<file path="src/rtl/spi_frame_sender.sv">
// SPI mode-0 frame sender: streams 1..32 bytes from an external frame buffer.
// Define SPI_LSB_FIRST_EN to shift each byte LSB first (default MSB first).
module spi_frame_sender #(
    parameter int CLK_DIV = 4
) (
    input  logic       clk,
    input  logic       rst_n,
    input  logic       start,
    input  logic [5:0] count,
    output logic [4:0] mem_addr,
    input  logic [7:0] mem_data,
    output logic       spi_clock,
    output logic       spi_data,
    output logic       cs_n,
    output logic       busy,
    output logic       done_send
);

    localparam logic [7:0] DIV_LAST = 8'(CLK_DIV - 1);

    typedef enum logic [2:0] {
        S_IDLE,
        S_FETCH,
        S_LOAD,
        S_SHIFT,
        S_HOLD
    } state_t;

    state_t      r_state;
    state_t      w_state_nxt;

    logic [7:0]  r_div;
    logic [2:0]  r_bit;
    logic [7:0]  r_sh;
    logic [5:0]  r_len;
    logic [4:0]  r_addr;
    logic        r_sclk;
    logic        r_mosi;
    logic        r_cs_n;
    logic        r_busy;
    logic        r_done;

    logic [7:0]  w_div_nxt;
    logic [2:0]  w_bit_nxt;
    logic [7:0]  w_sh_nxt;
    logic [5:0]  w_len_nxt;
    logic [4:0]  w_addr_nxt;
    logic        w_sclk_nxt;
    logic        w_mosi_nxt;
    logic        w_cs_n_nxt;
    logic        w_busy_nxt;
    logic        w_done_nxt;

    logic        w_phase_end;
    logic        w_byte_end;
    logic        w_more;
    logic [5:0]  w_len_in;
    logic        w_first;
    logic        w_next_bit;
    logic [7:0]  w_sh_shift;

    assign w_phase_end = (r_div == DIV_LAST);
    assign w_byte_end  = (r_state == S_SHIFT) && w_phase_end
                         && r_sclk && (r_bit == 3'd7);
    assign w_more      = ({1'b0, r_addr} + 6'd1) < r_len;
    assign w_len_in    = (count > 6'd32) ? 6'd32 : count;

`ifdef SPI_LSB_FIRST_EN
    assign w_first    = mem_data[0];
    assign w_next_bit = r_sh[1];
    assign w_sh_shift = {1'b0, r_sh[7:1]};
`else
    assign w_first    = mem_data[7];
    assign w_next_bit = r_sh[6];
    assign w_sh_shift = {r_sh[6:0], 1'b0};
`endif

    always_ff @(posedge clk or negedge rst_n) begin
        if (!rst_n) begin
            r_state <= S_IDLE;
        end else begin
            r_state <= w_state_nxt;
        end
    end

    always_comb begin
        w_state_nxt = r_state;
        unique case (r_state)
            S_IDLE: begin
                if (start && (count != 6'd0)) begin
                    w_state_nxt = S_FETCH;
                end
            end
            S_FETCH: w_state_nxt = S_LOAD;
            S_LOAD:  w_state_nxt = S_SHIFT;
            S_SHIFT: begin
                if (w_byte_end) begin
                    w_state_nxt = w_more ? S_FETCH : S_HOLD;
                end
            end
            S_HOLD: begin
                if (w_phase_end) begin
                    w_state_nxt = S_IDLE;
                end
            end
            default: w_state_nxt = S_IDLE;
        endcase
    end

    always_comb begin
        w_div_nxt  = r_div;
        w_bit_nxt  = r_bit;
        w_sh_nxt   = r_sh;
        w_len_nxt  = r_len;
        w_addr_nxt = r_addr;
        w_sclk_nxt = r_sclk;
        w_mosi_nxt = r_mosi;
        w_cs_n_nxt = r_cs_n;
        w_busy_nxt = r_busy;
        w_done_nxt = 1'b0;
        unique case (r_state)
            S_IDLE: begin
                if (start) begin
                    if (count == 6'd0) begin
                        w_done_nxt = 1'b1;
                    end else begin
                        w_len_nxt  = w_len_in;
                        w_addr_nxt = 5'd0;
                        w_busy_nxt = 1'b1;
                        w_div_nxt  = 8'd0;
                        w_bit_nxt  = 3'd0;
                    end
                end
            end
            S_FETCH: begin
                w_div_nxt = 8'd0;
            end
            S_LOAD: begin
                w_sh_nxt   = mem_data;
                w_mosi_nxt = w_first;
                w_cs_n_nxt = 1'b0;
                w_div_nxt  = 8'd0;
                w_bit_nxt  = 3'd0;
            end
            S_SHIFT: begin
                if (w_phase_end) begin
                    w_div_nxt  = 8'd0;
                    w_sclk_nxt = ~r_sclk;
                    // Falling edge: advance to the next bit or finish the byte
                    if (r_sclk) begin
                        if (r_bit == 3'd7) begin
                            if (w_more) begin
                                w_addr_nxt = r_addr + 5'd1;
                            end
                        end else begin
                            w_bit_nxt  = r_bit + 3'd1;
                            w_sh_nxt   = w_sh_shift;
                            w_mosi_nxt = w_next_bit;
                        end
                    end
                end else begin
                    w_div_nxt = r_div + 8'd1;
                end
            end
            S_HOLD: begin
                if (w_phase_end) begin
                    w_div_nxt  = 8'd0;
                    w_cs_n_nxt = 1'b1;
                    w_busy_nxt = 1'b0;
                    w_done_nxt = 1'b1;
                end else begin
                    w_div_nxt = r_div + 8'd1;
                end
            end
            default: begin
                w_div_nxt = 8'd0;
            end
        endcase
    end

    always_ff @(posedge clk or negedge rst_n) begin
        if (!rst_n) begin
            r_div  <= 8'd0;
            r_bit  <= 3'd0;
            r_sh   <= 8'd0;
            r_len  <= 6'd0;
            r_addr <= 5'd0;
            r_sclk <= 1'b0;
            r_mosi <= 1'b0;
            r_cs_n <= 1'b1;
            r_busy <= 1'b0;
            r_done <= 1'b0;
        end else begin
            r_div  <= w_div_nxt;
            r_bit  <= w_bit_nxt;
            r_sh   <= w_sh_nxt;
            r_len  <= w_len_nxt;
            r_addr <= w_addr_nxt;
            r_sclk <= w_sclk_nxt;
            r_mosi <= w_mosi_nxt;
            r_cs_n <= w_cs_n_nxt;
            r_busy <= w_busy_nxt;
            r_done <= w_done_nxt;
        end
    end

    assign mem_addr  = r_addr;
    assign spi_clock = r_sclk;
    assign spi_data  = r_mosi;
    assign cs_n      = r_cs_n;
    assign busy      = r_busy;
    assign done_send = r_done;

endmodule
</file>
<file path="config.mk">
export PLATFORM = sky130hd
export DESIGN_NAME = spi_frame_sender
export DESIGN_NICKNAME = d
export VERILOG_FILES = /design/src/rtl/spi_frame_sender.sv
export SDC_FILE = /design/constraint.sdc
export NUM_CORES = 1
export LEC_CHECK = 0
export CAP_MARGIN = 10
export CORE_MARGIN = 2
export CORE_UTILIZATION = 45
export CTS_CLUSTER_SIZE = 25
export DETAILED_ROUTE_END_ITERATION = 12
export PLACE_DENSITY_LB_ADDON = 0.2
export SYNTH_ARGS = -nofsm -noshare
export SYNTH_HDL_FRONTEND = slang
export SYNTH_SLANG_ARGS = --single-unit
export TNS_END_PERCENT = 50
</file>
<file path="constraint.sdc">
create_clock -name clk -period 2.35 [get_ports clk]
set_clock_uncertainty 0.05 [all_clocks]
set_input_delay 0.47 -clock clk [delete_from_list [all_inputs] [get_ports clk]]
set_output_delay 0.47 -clock clk [all_outputs]
set_load 0.01 [all_outputs]
</file>
* Word level (Yosys, flattened, before mapping)
Index checks and enable logic that the tools add are counted.
** Storage, ports and cells
- Bits in registers :: 37
- Word-level logic and storage cells :: 98
- Memories kept :: 0
- Output and inout bits :: 10
- Input bits :: 17
- Memory bits (read-only) :: 0
- Bits in latches :: 0
- Bits in writable memories :: 0
** Cells by class
- Bitwise operators :: 2
- Divide/modulo/power cells :: 0
- Eq/ne operators :: 16
- Multiply operators :: 0
- Reduce and logical (&&, ||, !) cells :: 22
- $lt $le $gt $ge :: 2
- Mux-type cells :: 41
- $add $sub $neg :: 4
- Shift-type cells :: 0
** Operators with widths (count)
- two-way mux 5 bit :: 6
- two-way mux 3 bit :: 9
- two-way mux 8 bit :: 3
- two-way mux 7 bit :: 3
- inequality test 2 bit, second input constant :: 9
- one-hot mux 8 bit (2 select lines) :: 1
- one-hot mux 3 bit (5 select lines) :: 1
- one-hot mux 7 bit (2 select lines) :: 1
- two-way mux 1 bit :: 10
- one-hot mux 5 bit (2 select lines) :: 1
- one-hot mux 3 bit (3 select lines) :: 1
- adder 8 x 1 -> 8 bit, second input constant :: 1
- == test 8 x 2 -> 1 bit, second input constant :: 1
- one-hot mux 1 bit (2 select lines) :: 4
- AND reduction 4 bit :: 2
- nonzero test 2 bit :: 4
- AND reduction 7 bit :: 1
- adder 5 x 1 -> 6 bit, second input constant :: 1
- == test 3 x 2 -> 1 bit, second input constant :: 2
- == test 3 bit, second input constant :: 2
- > comparator 6 bit, second input constant :: 1
- zero test 6 bit :: 1
- less-than comparator 6 bit :: 1
- two-way mux 6 bit :: 1
- other kinds (13) :: 20

* Longest topological paths before layout
- Depth after elaboration :: 7
- Mapped depth :: 9
- Depth with buffers taken out :: 9

* Worst setup path before layout
Ideal clock, no wire load.
- Kind :: register to register
- Start :: reg r_addr[0], in the netlist mem_addr[0]
- End :: reg r_addr[0], in the netlist mem_addr[0]
- Path slack :: 0.077 ns
- Setup time :: 0.065 ns
- Buffers on the path :: 0
- Period minus slack after synthesis :: 2.273 ns
- Arrival :: 2.158 ns
- Data required time :: 2.235 ns
- Cell stages (with the launch flop) :: 10
- Path through :: dfrtp_1 ha_1 nand3_1 xnor2_1 ha_1 a21o_1 a21oi_1 o21ai_0 nor3_4 mux2_2
** Between the ends
- Longest elaborated chain between the ends :: 6
- Elaborated cells between the ends (all ways) :: 10
- Those cells by class :: 2 x add/sub; 1 x order compare; 1 x eq/ne; 5 x mux; 1 x reduce/logical
** RTL lines
- from (decl) :: RTL line 36 : logic [4:0] r_addr;
- from (signal assigned) :: RTL line 198 : r_addr <= w_addr_nxt;
- parallel branches: the longest is 6 deep, another holds adder 5 x 1 -> 6 bit
Several ways; the timed one is not identified. The select of a mux whose other input is x is not followed.
A chain may end at the register's enable or synchronous reset.

* Worst setup path in the final report
- Start :: reg r_div[1]
- End :: reg r_addr[4], in the netlist mem_addr[4]
** Between the ends
- Longest elaborated chain between the ends :: 3
** RTL lines
- from (decl) :: RTL line 32 : logic [7:0] r_div;
- from (signal assigned) :: RTL line 194 : r_div <= w_div_nxt;
- == test 8 x 2 -> 1 bit :: RTL line 62 : assign w_phase_end = (r_div == DIV_LAST);
- inequality test 2 bit (no line)
- AND reduction 7 bit (no line)
Every way passes these cells.

==> results.txt <==
- Global-route track usage on met3: 0.04274
- Fraction of power consumed by combinational cells: 0.484
- The first detailed-routing pass took 4 iterations.
- Counting flops with a built-in enable in the synthesized netlist gives 0.
* # DRC: 0
* Cell area after placement: 2482 sq um
* Top-Level Pins: 27
- Row generation in the floorplan step produced 24 rows.
- For the worst flop-to-flop path, the logic depth is 6.
- The number of antenna violations at the first check in global routing came to 0.
* Core outline area: 4354 sq um
- Share of synthesized registers carrying an async set or reset: 1.000
- Primary flip-flop cell chosen by synthesis mapping: dfrtp_1
- Summed over all nets, the switching power comes to 0.001174 W.
- For this run, global-route usage on met1 was measured as 0.2626.
* Cell with the biggest individual delay on the critical path: or4b_4
- Total power for the finished layout comes to 0.003051 W.
* Minimum setup slack among reg-to-reg paths: 110 ps
- Total Routed Length: 4342 um
* Switching share of power: 0.3849
- CP max stage delay: 460 ps
- Along the worst path, the maximum fanout reaches 4.
- The share of total power dissipated in sequential elements is 0.332.
- Met2 track demand over resource in global routing: 0.3188
* Longest Clk Path Bufs: 2
* Nature of the critical path startpoint: flip-flop
- The max-slew violation count is 0.
* Total count of hold-check failures in the final report: 0
- After clock tree synthesis, the flow added hold-fix buffers numbering 0.
- Counting flops and latches in the post-synthesis netlist gives 37.
* Critical Path AT: 2430 ps
* Kind of cell with the highest combined delay on the critical path: simple AND/OR/NAND/NOR gates
- TritonCTS created 5 clock buffers.
* Layout cell share with drive strength beyond 1: 0.1853
* Data required, critical path: 2540 ps
- Vertical extent of the die: 71.10 um
- In this run the critical register-to-register path is launched from r_div[1].
- Yosys printed 0 warnings.
- In this run the mean area of a mapped cell was 9.739 sq um.
- Clock-pin slew was measured on the worst setup and hold paths at 80 ps.
- Total of max-cap violations: 0
- Final-stage net count: 284
* Clk network pwr share: 0.184
- Dividing the detail-routed via count by the number of cells gives 5.453.
- The first global-routing pass estimated 7810 um of wire.
- In this run the tool buffered the top-level ports with 26 buffer cells.
* Setup repair after global routing missed its margin: no
- The finished layout holds 311 standard cells, fillers aside.
* Nets in the synthesized netlist: 234
* Share of the core filled with cells: 0.6069
- Total power density per cell area: 1155 nW/um^2
- Most used routing layer: met2
- TritonCTS built the clock tree.
- Area Overhead vs Synth: 30.45%
- Last element of the critical path: mem_addr[4]
- The finished cells cover 2643 sq um.
* Startpoint of the worst setup timing path: r_div[1]
- Global router's overall resource usage: 0.1959
* DRT antenna net count: 0
- Sequential area share after synthesis: 0.4577
- After technology mapping, the gate count stands at 208.
- Total grt overflow: 0
- Fill cells in the final layout number 384.
* Largest net degree at the start of global routing: 38
* Initial drt markers: 117
- The flow ran to the end, and the final reports show no timing, DRC or antenna violations.
- Leakage component of the power: 1.193 nW
- RR Endpoint: mem_addr[4]
* Clock H-tree levels: 2
- Synth unique cells: 48
* CP Buf/Inv Count: 0
- Crit share post-route: 0.9544
- At the end of routability-driven placement, the weighted congestion stood at 0.7459.
* Critical path depth in cells: 6
- Maximum ir drop on the vdd rail: 0.8882 mV
* Kind of critical path: flip-flop to flip-flop
* Critical-path cell list: ha_2 > or4b_4 > o31a_1 > or3_4 > nor3_4 > a22o_2
- Starting utilization of the core area: 0.4652
- Placed cells: 301
* DP HPWL: 3144 um
* Area of the multi-input gates: 1066 sq um
- The later pin in the worst-skew pair is clocked with a latency of 290 ps.
- Clock sinks: 37
- Across all layers, the routed design uses 1696 vias.
- Setup violations remaining at the end of the flow were counted as 0.
- The tree is rooted in a clkbuf_8.
- The floorplan step set the die width to 71.10 um.
- Average wire length per cell after detail routing: 13.96 um
- Area of the mapped netlist: 2026 sq um
* FMAX: 0.4458 GHz
- Die Outline Area: 5055 sq um
- The internal portion of the total power is 0.001877 W.
* Time the worst path needs with I/O delays and setup: 2243 ps
- Measured against its own limit, the worst slew margin works out to 0.4518.
- Vias in the first global route: 1700
- The number of antenna diodes in the final layout is 0.
* Path class of the lowest-slack min-delay path: input port to asynchronous set/reset pin
- Type of element capturing the critical path: flip-flop
- Registers take 927.1 sq um.
- Transition at the pin with the smallest max-transition slack: 822.3 ps
worst min path at each step:
stage,end,slack (ps),cells past startpoint
6_report,r_len[1],220,1
5_1_grt,mem_addr[1],300,1
4_1_cts,mem_addr[0],260,1
3_5_place_dp,r_len[1],430,2
3_3_place_gp,busy,410,2
2_1_floorplan,busy,120,0
layout by cell type, fill, tap and decap left out, types with 5 or more instances in the layout:
master           instances
dfrtp_1                 36
nand2_1                 25
clkdlybuf4s50_1         25
buf_4                   24
o21ai_0                 23
nor2_1                  12
nand3_1                 11
inv_1                    9
a22o_1                   8
mux2i_1                  7
ha_1                     7
clkbuf_8                 5
sequential cells by signal, indices dropped and copies added, names as in the netlist:
signal and cells:
busy 1, cs_n 1, done_send 1, mem_addr 5, r_bit 3, r_div 8
r_len 6, r_sh 7, r_state 3, spi_clock 1, spi_data 1
timing repair:
item,4_1_cts,5_1_grt
setup buffers,0,2
pin swaps,0,4
setup endpoints to repair,4,6
gates resized for setup,2,6
cell usage after synthesis, types with 4 or more instances:
master,count,area (sq um)
a21oi_1,4,20.02
o21ai_0,25,125.1
nand3_1,11,55.05
ha_1,9,112.6
nand2b_1,4,25.02
inv_1,9,33.78
nor2_1,12,45.04
nand2_1,25,93.84
dfrtp_1,36,900.9
nor2b_1,4,25.02
a22o_1,8,70.07
mux2i_1,7,70.07
cell families after synthesis:
kind of cell               Yosys count  share of synthesized area
adders and majority gates            9                    0.05559
DFF                                 37                     0.4577
muxes                                9                    0.04571
and+or+nand+nor                     75                     0.1921
xor gates and xnor gates             4                    0.01730
buffers and inverters               16                    0.03088
AOI/OAI and AO/OA                   58                     0.2008
stage by stage:
step / worst slack, ps / setup TNS [ps] / hold slack, ps
floorplan: 76.72 / 0 / 124.4
global placement: -98.39 / -794.6 / 410.6
detailed placement: -128.5 / -877.8 / 425.1
CTS: 2.084 / 0 / 255.2
global route: 11.71 / 0 / 304.2
finish: 107.1 / 0 / 224.1
power groups by stage:
stage | combinational, W | clock (W) | sequential, W
after floorplan | 0.000948 | 0 | 0.000979
after global placement | 0.00140 | 0 | 0.00101
after detailed placement | 0.00143 | 0 | 0.00102
after CTS | 0.00145 | 0.000574 | 0.00101
after global routing | 0.00166 | 0.000606 | 0.00104
final | 0.00148 | 0.000561 | 0.00101
final cells by class:
cell class                      count  area share
Clock inverter                      3     0.01752
Timing Repair Buffer               50      0.1648
Sequential cell                    37      0.3509
Tap cell                           52     0.02462
Inverter                            9     0.01278
Clock buffer                        5     0.02604
Multi-Input combinational cell    155      0.4034
routing by layer:
layer / vias up / share of wire
li1: 859 / -
met3: 4 / 0.033
met1: 805 / 0.48
met2: 28 / 0.48
met4: 0 / 0.0083
met5: - / 0
Power figures use the tool's default switching activity.
